File: src/rtl/b2t_pkg.sv
// Shared types and helpers for the binary-to-unary converter.
// The mode enum, the default sizes and the code clamp are defined here.
package b2t_pkg;

    typedef enum logic {
        B2T_THERM = 1'b0,
        B2T_DWA   = 1'b1
    } b2t_mode_e;

    localparam int B2T_BIN_W  = 5;
    localparam int B2T_N_ELEM = 31;

    function automatic int unsigned clamp_code(input int unsigned code,
                                               input int unsigned n_elem);
        return (code > n_elem) ? n_elem : code;
    endfunction

endpackage

File: src/rtl/therm_rotl.sv
// Combinational rotate-left of an N_ELEM-bit word.
// The rotate amount must already be below N_ELEM; the DWA pointer never leaves that range.
module therm_rotl #(
    parameter int N_ELEM = 31,
    parameter int PTR_W  = $clog2(N_ELEM)
) (
    input  logic [N_ELEM-1:0] din,
    input  logic [PTR_W-1:0]  rot,
    output logic [N_ELEM-1:0] dout
);

    logic [2*N_ELEM-1:0] doubled;

    // The upper half of the shifted doubled word is the word rotated left by rot.
    always_comb begin
        doubled = {din, din} << rot;
        dout    = doubled[2*N_ELEM-1:N_ELEM];
    end

endmodule

File: src/rtl/bin2therm_dwa.sv
// Registered binary-to-unary converter with plain thermometer and
// data-weighted-averaging modes for driving a unit-element array.
module bin2therm_dwa
    import b2t_pkg::*;
#(
    parameter int BIN_W  = B2T_BIN_W,
    parameter int N_ELEM = B2T_N_ELEM,
    parameter int PTR_W  = $clog2(N_ELEM)
) (
    input  logic              clk,
    input  logic              rst_n,
    input  logic              in_valid,
    input  logic [BIN_W-1:0]  in,
    input  logic              mode,
    input  logic              ptr_clr,
    output logic              out_valid,
    output logic [N_ELEM-1:0] out,
    output logic [PTR_W-1:0]  ptr
);

    localparam int CNT_W = PTR_W + 1;

    b2t_mode_e         mode_e;
    logic [CNT_W-1:0]  code_c;
    logic [N_ELEM-1:0] therm_mask;
    logic [N_ELEM-1:0] rot_mask;
    logic [PTR_W-1:0]  start_p;
    logic [CNT_W-1:0]  sum;
    logic [CNT_W-1:0]  sum_wrap;
    logic [PTR_W-1:0]  ptr_next;

    logic              out_valid_d, out_valid_q;
    logic [N_ELEM-1:0] out_d, out_q;
    logic [PTR_W-1:0]  ptr_d, ptr_q;

    always_comb begin
        mode_e  = b2t_mode_e'(mode);
        code_c  = CNT_W'(clamp_code(32'(in), 32'(N_ELEM)));
        start_p = ptr_clr ? '0 : ptr_q;
        for (int i = 0; i < N_ELEM; i++) begin
            therm_mask[i] = (CNT_W'(i) < code_c);
        end
    end

    therm_rotl #(
        .N_ELEM (N_ELEM),
        .PTR_W  (PTR_W)
    ) u_rotl (
        .din  (therm_mask),
        .rot  (start_p),
        .dout (rot_mask)
    );

    // p + c stays below 2*N_ELEM, so one conditional subtract is a full modulo.
    always_comb begin
        sum      = {1'b0, start_p} + code_c;
        sum_wrap = (sum >= CNT_W'(N_ELEM)) ? (sum - CNT_W'(N_ELEM)) : sum;
        ptr_next = PTR_W'(sum_wrap);
    end

    always_comb begin
        out_valid_d = in_valid;
        out_d       = out_q;
        ptr_d       = start_p;
        if (in_valid) begin
            if (mode_e == B2T_DWA) begin
                out_d = rot_mask;
                ptr_d = ptr_next;
            end else begin
                out_d = therm_mask;
            end
        end
    end

    always_ff @(posedge clk or negedge rst_n) begin
        if (!rst_n) begin
            out_valid_q <= 1'b0;
            out_q       <= '0;
            ptr_q       <= '0;
        end else begin
            out_valid_q <= out_valid_d;
            out_q       <= out_d;
            ptr_q       <= ptr_d;
        end
    end

    assign out_valid = out_valid_q;
    assign out       = out_q;
    assign ptr       = ptr_q;

endmodule
File: config.mk
export PLATFORM = sky130hd
export DESIGN_NAME = bin2therm_dwa
export DESIGN_NICKNAME = d
export VERILOG_FILES = /design/src/rtl/b2t_pkg.sv /design/src/rtl/therm_rotl.sv /design/src/rtl/bin2therm_dwa.sv
export SDC_FILE = /design/constraint.sdc
export NUM_CORES = 1
export LEC_CHECK = 0
export CAP_MARGIN = 15
export CORE_UTILIZATION = 45
export DETAILED_ROUTE_END_ITERATION = 16
export PLACE_DENSITY = 0.69
export SYNTH_ARGS = -nofsm -noshare
export SYNTH_HDL_FRONTEND = slang
export SYNTH_SLANG_ARGS = --single-unit
File: constraint.sdc
create_clock -name clk -period 2.4 [get_ports clk]
set_input_delay 0.36 -clock clk [delete_from_list [all_inputs] [get_ports clk]]
set_output_delay 0.36 -clock clk [all_outputs]
set_load 0.05 [all_outputs]
==> results by group <==
Synthesis
  • Sequential-to-total area share from yosys stat: 0.2315
  • Cell taking the most area after synthesis: dfrtp_1
  • Dominant synthesized flop cell: dfrtp_1
  • Post-synth EDFFs: 0
  • Mapped Area: between 4000 and 5000 µm²
  • Yosys warnings: 0
  • Synth top area cells: dfrtp_1 23%, a21oi_1 6.1%, nor2_1 5.3%, o21ai_0 4.8%, nand2_1 4.7%
  • Syn nets: 561
  • Post-Synthesis Cells: 547
  • Avg Synthesized Cell Area: 7.313 µm²
  • Flops & latches, synth: 37
  • Synth async-reset ratio: 1.000
  • Synth top area share: 0.2315
  • Yosys cell types: 73

Global route
  • Total grt overflow: 0
  • Aggregate global-route resource usage: 0.3933
  • Antenna violations before repair: 0
  • First-pass GRT wire length: 27,190 µm
  • Vias in the first global route: 4,944
  • Largest net degree at the start of global routing: 38

Clock network
  • Worst-path clk slew: 0.08 ns
  • H-tree Lvls: 2
  • CTS tree: yes
  • Clock tree buffer depth: 2
  • Latest clock arrival within the worst-skew pair: approximately 0.30 ns
  • CTS sink cnt: 37
  • Root Driver: clkbuf_8
  • TritonCTS Buffers: 5

Finish
  • Antenna Cells: 0
  • Final cell count without fillers: 816
  • Layout net count: roughly 720
  • Share of layout cells above drive strength 1: 0.3686
  • Area growth syn-to-layout: 53.80%
  • Fillers: about 700

Timing
  • # setup viols final: 0
  • Final Hold Viols: 0
  • Post-route clock period utilization: 0.9934
  • Slew Viols, Final: 0
  • Slew HR: 0.4150
  • Fmax: between 400 and 500 MHz
  • Fin crit period: ~2.4 ns
  • Worst-Margin Slew: 0.8775 ns
  • RSZ-0062 raised after global routing: true
  • Setup Skew: roughly 0.0064 ns
  • Setup TNS: 0 ns
  • Fin Hold WS: between 0.15 and 0.2 ns

Worst setup path
  • Worst r2r src: ptr[0]
  • Setup crit start: in[0]
  • Crit. End Element: flop
  • CP Launch Type: primary input
  • CP max stage delay: between 0.4 and 0.5 ns
  • CP Max Fanout: 15
  • Critical path class: in -> reg
  • Buf/Inv on CP: 4
  • Cells on worst reg2reg path: 11
  • R2R setup slack: ~0.050 ns
  • Critical path's top delay family: simple AND/OR/NAND/NOR gates
  • Slowest CP cell: clkdlybuf4s50_1
  • WP data required: between 2 and 3 ns
  • Cell chain of the critical path: clkdlybuf4s50_1, buf_6, buf_12, or3_4, nor2_4, buf_4, a32oi_1, nor2_1, mux2_2, nand2_1, a22o_1
  • Data arrival time of the critical path: roughly 2.6 ns
  • Reg-to-Reg End: ptr[2]

Placed design
  • Post-DP HPWL: ~13,000 µm
  • Placed instance count: just under 800
  • Final Wtd Congestion: a little under 1
  • Buffers on Ports: 46

Power
  • Int Power: approximately 1700 µW
  • Tot Pwr: between 3000 and 4000 µW
  • VDD IR max: around 0.00036 V
  • Sw Share: 0.4596
  • Sw power: ~1400 µW
  • Logic pwr share: 0.603
  • Clk pwr share: 0.144
  • Flop pwr share: 0.253
  • Power Density: roughly 510 nW/µm²
  • Leak: between 0.002 and 0.003 µW

Flow run
  • Maximum Capacitance Violations: 0

Floorplan
  • Initial Utilization: 0.4609
  • Die Y: between 90 and 100 µm
  • Die W: slightly below 100 µm
  • Die area: 9270 µm²
  • Placement Rows: 34
  • Top-level I/O count: 47
  • Core Region: 8678 µm²

Routing
  • Router iterations before antenna repair: 6
  • Initial DRC count: approximately 630
  • Routed vias: around 5.4k
  • Routed WL: around 18,000 µm
  • DR vias/cell: about 6.7
  • Final ANT Viol Nets: 0
  • DR WL/cell: 22.50 µm
  • DRC: 0

Status
  • Outcome: finished clean

Worst hold path
  • Worst Hold Class: in -> async
-- power groups by stage --
| stage | Clock [µW] | Sequential [µW] | Combinational, µW |
|---|---|---|---|
| floorplan | 0 | 1090 | 661 |
| global placement | 0 | 796 | 1660 |
| detailed placement | 0 | 799 | 1670 |
| CTS | 447 | 788 | 1730 |
| global route | 472 | 796 | 1970 |
| finish | 448 | 789 | 1880 |
-- flip-flops by register name, summed over array words and instances, names as in the netlist --
register,count
out_valid,1
ptr,5
out,31
-- how the worst max path moves through the flow --
| stage | endpoint | cells after the start |
|---|---|---|
| final | out[1] | 11 |
| after global routing | ptr[1] | 11 |
| after CTS | out[29] | 10 |
| after detailed placement | ptr[3] | 11 |
| after global placement | out[8] | 11 |
| after floorplan | ptr[1] | 10 |
-- synthesized netlist by cell type (all sizes together), types with 3 or more instances --
cell type  number
a211o           4
a211oi          8
a21boi          3
a21o            4
a21oi          50
a221oi          9
a22o            3
a22oi           3
a2bb2oi         4
a311oi          3
a31o            3
a31oi          17
a32oi           3
and2            7
and3            9
and4            4
buf            28
clkbuf         29
dfrtp          37
ha              4
inv            11
mux2            5
mux2i          10
nand2          50
nand2b          6
nand3          14
nand4           3
nor2           56
nor2b           5
nor3           17
o211ai         16
o21ai          45
o221ai         11
o22a            3
o22ai           6
o311ai          4
o31ai           9
o32a            3
o32ai           4
or2             3
or3             3
xnor2           6
-- cells by family after synthesis --
group                      Yosys count  share of synthesized area
DFF                                 37                     0.2315
AOI/OAI and AO/OA                  229                     0.3976
buffers and inverters               68                    0.07820
adders and majority gates            4                    0.01251
muxes                               15                    0.03910
and+or+nand+nor                    187                     0.2240
xor gates and xnor gates             7                    0.01720
-- cell usage in the layout (no fill, tap or decap), types with 7 or more instances in the layout --
| master | Yosys | layout |
|---|---|---|
| buf_12 | 0 | 9 |
| nor2_1 | 56 | 52 |
| a31oi_1 | 17 | 12 |
| clkdlybuf4s50_1 | 0 | 41 |
| dfrtp_1 | 37 | 35 |
| o31ai_1 | 9 | 8 |
| o21ai_0 | 38 | 30 |
| nand2_1 | 50 | 48 |
| a21oi_2 | 1 | 7 |
| and3_1 | 9 | 9 |
| o21ai_1 | 7 | 11 |
| mux2i_1 | 10 | 7 |
| and2_1 | 7 | 7 |
| o221ai_1 | 11 | 10 |
| buf_6 | 2 | 8 |
| nor3_1 | 17 | 14 |
| a21oi_1 | 49 | 43 |
| inv_1 | 10 | 9 |
| buf_4 | 5 | 146 |
| nand3_1 | 14 | 13 |
| o211ai_1 | 16 | 16 |
-- metrics by stage --
stage	util	setup slack [ns]	cell area (µm²)
floorplan	-	-0.07511	4034
global placement	0.6439	-0.4610	5588
detailed placement	0.6439	-0.5053	5588
CTS	0.6749	-0.01257	5857
global route	0.7089	-0.05843	6152
finish	0.7089	0.01581	6152
-- final cells by class --
| class | instances | area, µm² | area share |
|---|---|---|---|
| Clock buffer | 6 | 72.57 | 0.01180 |
| Clock inverter | 2 | 10.01 | 0.001627 |
| Inverter | 11 | 43.79 | 0.007118 |
| Multi-Input combinational cell | 442 | 3123 | 0.5076 |
| Sequential cell | 37 | 928.4 | 0.1509 |
| Tap cell | 108 | 135.1 | 0.02196 |
| Timing Repair Buffer | 210 | 1839 | 0.2990 |
-- what timing repair did --
| action | CTS | global route |
|---|---|---|
| cloned | 0 | 1 |
| pin swaps | 9 | 17 |
| setup endpoints to repair | 32 | 35 |
| hold buffers | 0 | 0 |
| gates resized for setup | 31 | 59 |
| setup buffers | 7 | 4 |
-- routing by layer --
| layer | up-vias | wire, µm | global-route usage | part of all wire |
|---|---|---|---|---|
| met4 | 0 | 771 | 0.1455 | 0.042 |
| met5 | - | 0 | 0 | 0 |
| li1 | 2404 | - | - | - |
| met2 | 377 | 8153 | 0.6087 | 0.44 |
| met1 | 2566 | 7534 | 0.5289 | 0.41 |
| met3 | 80 | 1898 | 0.09084 | 0.10 |
Power figures use the tool's default switching activity.
